### src/rtl/pipeline_2_operand.sv
// pipeline_2_operand: operand-fetch stage between read-reg and execute.
// Holds the 8x16 register file, reads three sources per cycle, detects
// load-use (and, without bypass, writeback) hazards, and either advances
// the instruction or inserts a bubble on each update.
//
// Stage-advance semantics: "update" is a global advance strobe. When
// update=1 the output register takes either the new instruction
// (stall=0) or an all-zero bubble (stall=1). When update=0 the whole
// output register and the stall counter hold. stall is combinational
// and goes back to the upstream stages in the same cycle.
//
// Optional build macro: PIPELINE_2_BYPASS_EN -- when defined, a source
// read that matches the register being written this cycle returns the
// writeback data directly; when undefined such a read stalls instead.
module pipeline_2_operand (
   input  logic        clk,
   input  logic        rst,
   input  logic        update,
   input  logic [21:0] control_in,
   input  logic [2:0]  num_Rm_in,
   input  logic [2:0]  num_Rn_in,
   input  logic [2:0]  num_Rram_in,
   input  logic [15:0] imm_in,
   input  logic        wb_en,
   input  logic [2:0]  wb_num,
   input  logic [15:0] wb_data,
   input  logic        ex_load,
   input  logic [2:0]  ex_dest,
   output logic [21:0] control_out,
   output logic [15:0] val_A,
   output logic [15:0] val_B,
   output logic [15:0] val_ram,
   output logic [15:0] imm_out,
   output logic        stall,
   output logic [15:0] stall_count
);

   logic [15:0] regs_q [0:7];
   logic [15:0] regs_d [0:7];

   logic [21:0] control_q, control_d;
   logic [15:0] val_a_q, val_a_d;
   logic [15:0] val_b_q, val_b_d;
   logic [15:0] val_ram_q, val_ram_d;
   logic [15:0] imm_q, imm_d;
   logic [15:0] stall_count_q, stall_count_d;

   logic [15:0] rd_rm, rd_rn, rd_rram;
   logic        load_hit;
   logic        wb_hit;

   // Combinational source reads, with optional same-cycle writeback bypass.
   always_comb begin
      rd_rm   = regs_q[num_Rm_in];
      rd_rn   = regs_q[num_Rn_in];
      rd_rram = regs_q[num_Rram_in];
`ifdef PIPELINE_2_BYPASS_EN
      if (wb_en && (wb_num == num_Rm_in))   rd_rm   = wb_data;
      if (wb_en && (wb_num == num_Rn_in))   rd_rn   = wb_data;
      if (wb_en && (wb_num == num_Rram_in)) rd_rram = wb_data;
`endif
   end

   // Hazard detection: load-use always; writeback collision only when
   // there is no bypass path to forward the data.
   always_comb begin
      load_hit = ex_load &&
                 ((control_in[1] && (ex_dest == num_Rm_in))   ||
                  (control_in[2] && (ex_dest == num_Rn_in))   ||
                  (control_in[3] && (ex_dest == num_Rram_in)));
`ifdef PIPELINE_2_BYPASS_EN
      wb_hit   = 1'b0;
`else
      wb_hit   = wb_en &&
                 ((control_in[1] && (wb_num == num_Rm_in))   ||
                  (control_in[2] && (wb_num == num_Rn_in))   ||
                  (control_in[3] && (wb_num == num_Rram_in)));
`endif
      // Invalid instructions never stall.
      stall    = control_in[0] && (load_hit || wb_hit);
   end

   // Writeback path: independent of update and stall.
   always_comb begin
      regs_d = regs_q;
      if (wb_en) regs_d[wb_num] = wb_data;
   end

   // Next state of the stage register: advance, bubble, or hold.
   always_comb begin
      control_d     = control_q;
      val_a_d       = val_a_q;
      val_b_d       = val_b_q;
      val_ram_d     = val_ram_q;
      imm_d         = imm_q;
      stall_count_d = stall_count_q;
      if (update) begin
         if (stall) begin
            control_d = '0;
            val_a_d   = '0;
            val_b_d   = '0;
            val_ram_d = '0;
            imm_d     = '0;
            if (stall_count_q != 16'hFFFF) stall_count_d = stall_count_q + 16'd1;
         end else begin
            control_d = control_in;
            val_a_d   = rd_rm;
            val_b_d   = rd_rn;
            val_ram_d = rd_rram;
            imm_d     = imm_in;
         end
      end
   end

   // State registers; reset wins over both update and writeback.
   always_ff @(posedge clk) begin
      if (rst) begin
         for (int i = 0; i < 8; i++) regs_q[i] <= '0;
         control_q     <= '0;
         val_a_q       <= '0;
         val_b_q       <= '0;
         val_ram_q     <= '0;
         imm_q         <= '0;
         stall_count_q <= '0;
      end else begin
         for (int i = 0; i < 8; i++) regs_q[i] <= regs_d[i];
         control_q     <= control_d;
         val_a_q       <= val_a_d;
         val_b_q       <= val_b_d;
         val_ram_q     <= val_ram_d;
         imm_q         <= imm_d;
         stall_count_q <= stall_count_d;
      end
   end

   assign control_out = control_q;
   assign val_A       = val_a_q;
   assign val_B       = val_b_q;
   assign val_ram     = val_ram_q;
   assign imm_out     = imm_q;
   assign stall_count = stall_count_q;

endmodule

### config.mk
export PLATFORM = sky130hd
export DESIGN_NAME = pipeline_2_operand
export DESIGN_NICKNAME = d
export VERILOG_FILES = /design/src/rtl/pipeline_2_operand.sv
export SDC_FILE = /design/constraint.sdc
export NUM_CORES = 1
export LEC_CHECK = 0
export BUFFER_PORTS_ARGS = -buffer_cell sky130_fd_sc_hd__buf_4
export CORE_MARGIN = 2
export CORE_UTILIZATION = 40
export DETAILED_ROUTE_END_ITERATION = 12
export GPL_ROUTABILITY_DRIVEN = 0
export MAX_ROUTING_LAYER = met4
export SETUP_SLACK_MARGIN = 0.15
export SYNTH_ARGS = -nofsm -noshare
export SYNTH_HDL_FRONTEND = slang
export SYNTH_SLANG_ARGS = --single-unit
### constraint.sdc
create_clock -name clk -period 2.5 [get_ports clk]
set_clock_uncertainty 0.15 [all_clocks]
set_input_delay 0.375 -clock clk [delete_from_list [all_inputs] [get_ports clk]]
set_output_delay 0.375 -clock clk [all_outputs]
set_load 0.005 [all_outputs]
==> impl_summary.md <==
Timing
The final-report setup violation count is 0. For the pin with the worst max-slew slack, the measured transition is 0.642 ns. Setup repair after global routing left no endpoint under its margin. The final hold violation count is 0. The relative slew slack is 57.2%. The minimum setup slack in the final design is 0.355 ns. The achievable clock frequency is 466 MHz.

Setup total negative slack on the finished layout was measured at 0 ns. The final period demand of the worst path is 2.14 ns. The final critical path takes up 85.8% of the cycle.

The number of pins with negative max-slew slack in the final report is 0.

Synthesis
The area share of the largest cell type after synthesis is 41.6%. The proportion of synthesized flip-flops having asynchronous set or reset is 0%. The fraction of the yosys area taken by sequential cells is 41.6%.

The xor and xnor area share after synthesis is 1.42%. The compound-cell area share of the yosys netlist is 13.7%. The share of synthesized cell area in and, or, nand and nor gates is 14.6%. The number of synthesized flops with an enable pin is 0.

The distinct cell type count of the synthesized netlist is 36. After synthesis, the cell types taking the most area are dfxtp_1 (42%), mux4_2 (20%), nand2_1 (9.0%). By area, the combinational part of the netlist is dominated by multiplexers. The adder-cell share of the synthesized area is 0.113%.

The gate count after technology mapping is 1140. The portion of synthesized area spent on multiplexers is 24.2%. The synthesized design contains 230 register bits. The mean instance size in the synthesized netlist is 9.72 um^2. Among all flip-flop cells after synthesis, the most frequent one is dfxtp_1. Synthesis produced a netlist with a net count of 1215. The library cell with the largest summed area after synthesis is dfxtp_1.

The post-synth design cell area is 11100 um^2. During synthesis, Yosys emitted a total of 0 warnings.

Power and ir drop
Power spread over the standard cell area amounts to 629 nW/um^2. IR analysis of the VDD net gives a maximum drop of 0.533 mV. Summed over all cells, the static leakage comes to 5.29 nW.

Clocking
The clock sink count is 230. CTS placed an instance of clkbuf_16 at the clock tree root. The worst-skew pair later-pin latency is 0.53 ns. TritonCTS created 26 clock buffers. The maximum level of the CTS H-tree is 1. Clock-pin slew was measured on the worst setup and hold paths at 0.06 ns. The post-CTS setup-driven buffer insertion count is 0. The CTS tree is done. The clock tree buffer depth is 3.

Status
The flow ran to the end, and the final reports show no timing, DRC or antenna violations.

Detailed routing
In this run, the number of DRC markers left after iteration 0 of detailed routing was 704. The number of design rule violations left after detail routing is 0. Dividing the detail-routed wire length by the instance count gives 19.8 um. Dividing the detail-routed via count by the number of cells gives 5.46. The final wirelength is 34100 um. The total via count after detailed routing is 9394. The remaining antenna violation count after routing is 0.

The pre-antenna-repair detailed-routing pass consisted of 6 iterations.

Setup path
For the worst setup path, the data required time is 1.98 ns. The arrival time of the worst setup path is 1.62 ns. The maximum fanout along the worst path is 5. STA classifies the critical path startpoint as a primary input.

The classification of the worst setup path is in2out. The worst setup path is captured at an output pin.

Global route
The number of antenna violations at the first check in global routing was 2. The global-route wire length before repair is 52800 um. The largest net degree at the start of global routing is 127. The via count of the first global-routing pass is 9229. The global-route total usage across every layer is 23.9%.

Summed over all layers, the global routing overflow is 0.

Layout
The relative area change from synthesis to final layout is 28.3%. Leaving out fill and tap cells, the most frequent cell in the layout is nand2_1. At the end of the flow the core is filled with cells to 52.4%. Cells with a size suffix above 1 make up 26.9% of the layout. The final layout contains 1403 nets. The library cells used most frequently in the layout, excluding fill and tap cells, are nand2_1 (267), dfxtp_1 (230), buf_4 (209), a21oi_1 (142), mux4_2 (96).

Floorplanning
The total core area is 27100 um^2. The die is 170 um wide. The floorplan has 60 rows. The initial core utilization is 40.9%. The die covers 29000 um^2. The die is 170 um tall. The number of top-level pins is 177.

Hold path
The type of the worst min-delay path is in2reg.

Placed design
Before CTS, the worst setup slack after placement is 0.200 ns. After legalization and detailed placement, the total HPWL measured 21200 um. Port buffering added 176 buffers.

Flow run
The tool flagged a number of max-cap violations equal to 0.
## Yosys cell counts, types with 2 or more instances
library cell	number
nand2_1	267
dfxtp_1	230
a21oi_1	142
mux4_2	96
clkbuf_1	66
nor2_1	62
mux2i_1	49
a211oi_1	48
a22o_1	37
buf_2	18
xnor2_1	18
clkbuf_2	16
nand3_1	12
nand4_1	12
o21ai_0	8
or3_1	8
nand2b_1	6
buf_4	5
nor2b_1	5
and3_1	4
nor3_1	4
or4_1	4
buf_6	3
o31ai_1	3
a31o_2	2
and2_1	2
and4_1	2
inv_1	2
mux2_2	2
## metrics by stage
stage               cells  power [W]  instance area (um^2)  hold WS (ns)
global route         1721    0.00925                 14200        0.0256
finish               1721    0.00893                 14200        0.0243
detailed placement   1619    0.00495                 12800         0.306
global placement     1619    0.00494                 12800         0.307
floorplan            1140    0.00452                 11100         0.303
CTS                  1719    0.00900                 14200       0.00433
## final timing paths
kind                                       from         endpoint  slack, ns  cells past startpoint
worst max-delay path               num_Rn_in[2]            stall       0.36                      6
worst max register to register   stall_count[1]   stall_count[9]       0.36                      6
worst min-delay path                wb_data[12]       regs_q[76]       0.02                      3
worst min register to register  control_out[15]  control_out[15]       0.32                      1
## cell type report
class                      instances  area, um^2
fill                            2452       12900
antenna                            2        5.00
tap                              372         465
sequential                       230        4600
inverter                           2        7.51
timing repair buffer             268        2220
clock inverter                     7         113
multi-input combinational        800        6000
clock buffer                      40         795
## kinds of logic after synthesis
logic type      Yosys count
compound gates          244
buf+inv                 110
simple gates            390
mux                     147
xor+xnor                 18
flops                   230
fa+ha+maj                 1
## critical path, cell delays in order
cell and delay [ns]:
buf_4 0.15, xnor2_1 0.18, nand4_1 0.11, a31o_2 0.29
a21boi_1 0.33, buf_4 0.18
## flip-flops by register name (all words and copies together) (netlist names)
| signal | flops |
|---|---|
| control_out | 22 |
| imm_out | 16 |
| regs_q | 128 |
| stall_count | 16 |
| val_A | 16 |
| val_B | 16 |
| val_ram | 16 |
## timing repair
| item | in CTS | in global routing |
|---|---|---|
| hold buffers | 53 | 0 |
| resized for setup | 0 | 0 |
| endpoints found under the hold margin | 142 | 0 |
## metal layers
metal  part of all wire, %  track usage (%)  up-vias
li1                      -                -     4504
met1                    43             30.8     4521
met2                    48             40.0      319
met3                   7.2             3.51       50
met4                   1.9             5.65        0
met5                     0                -        -
## power by group
group          switching [W]  internal, W
registers          0.0000900      0.00380
logic               0.000532     0.000522
clock network        0.00151      0.00248
total                0.00213      0.00680
Power figures use the tool's default switching activity.
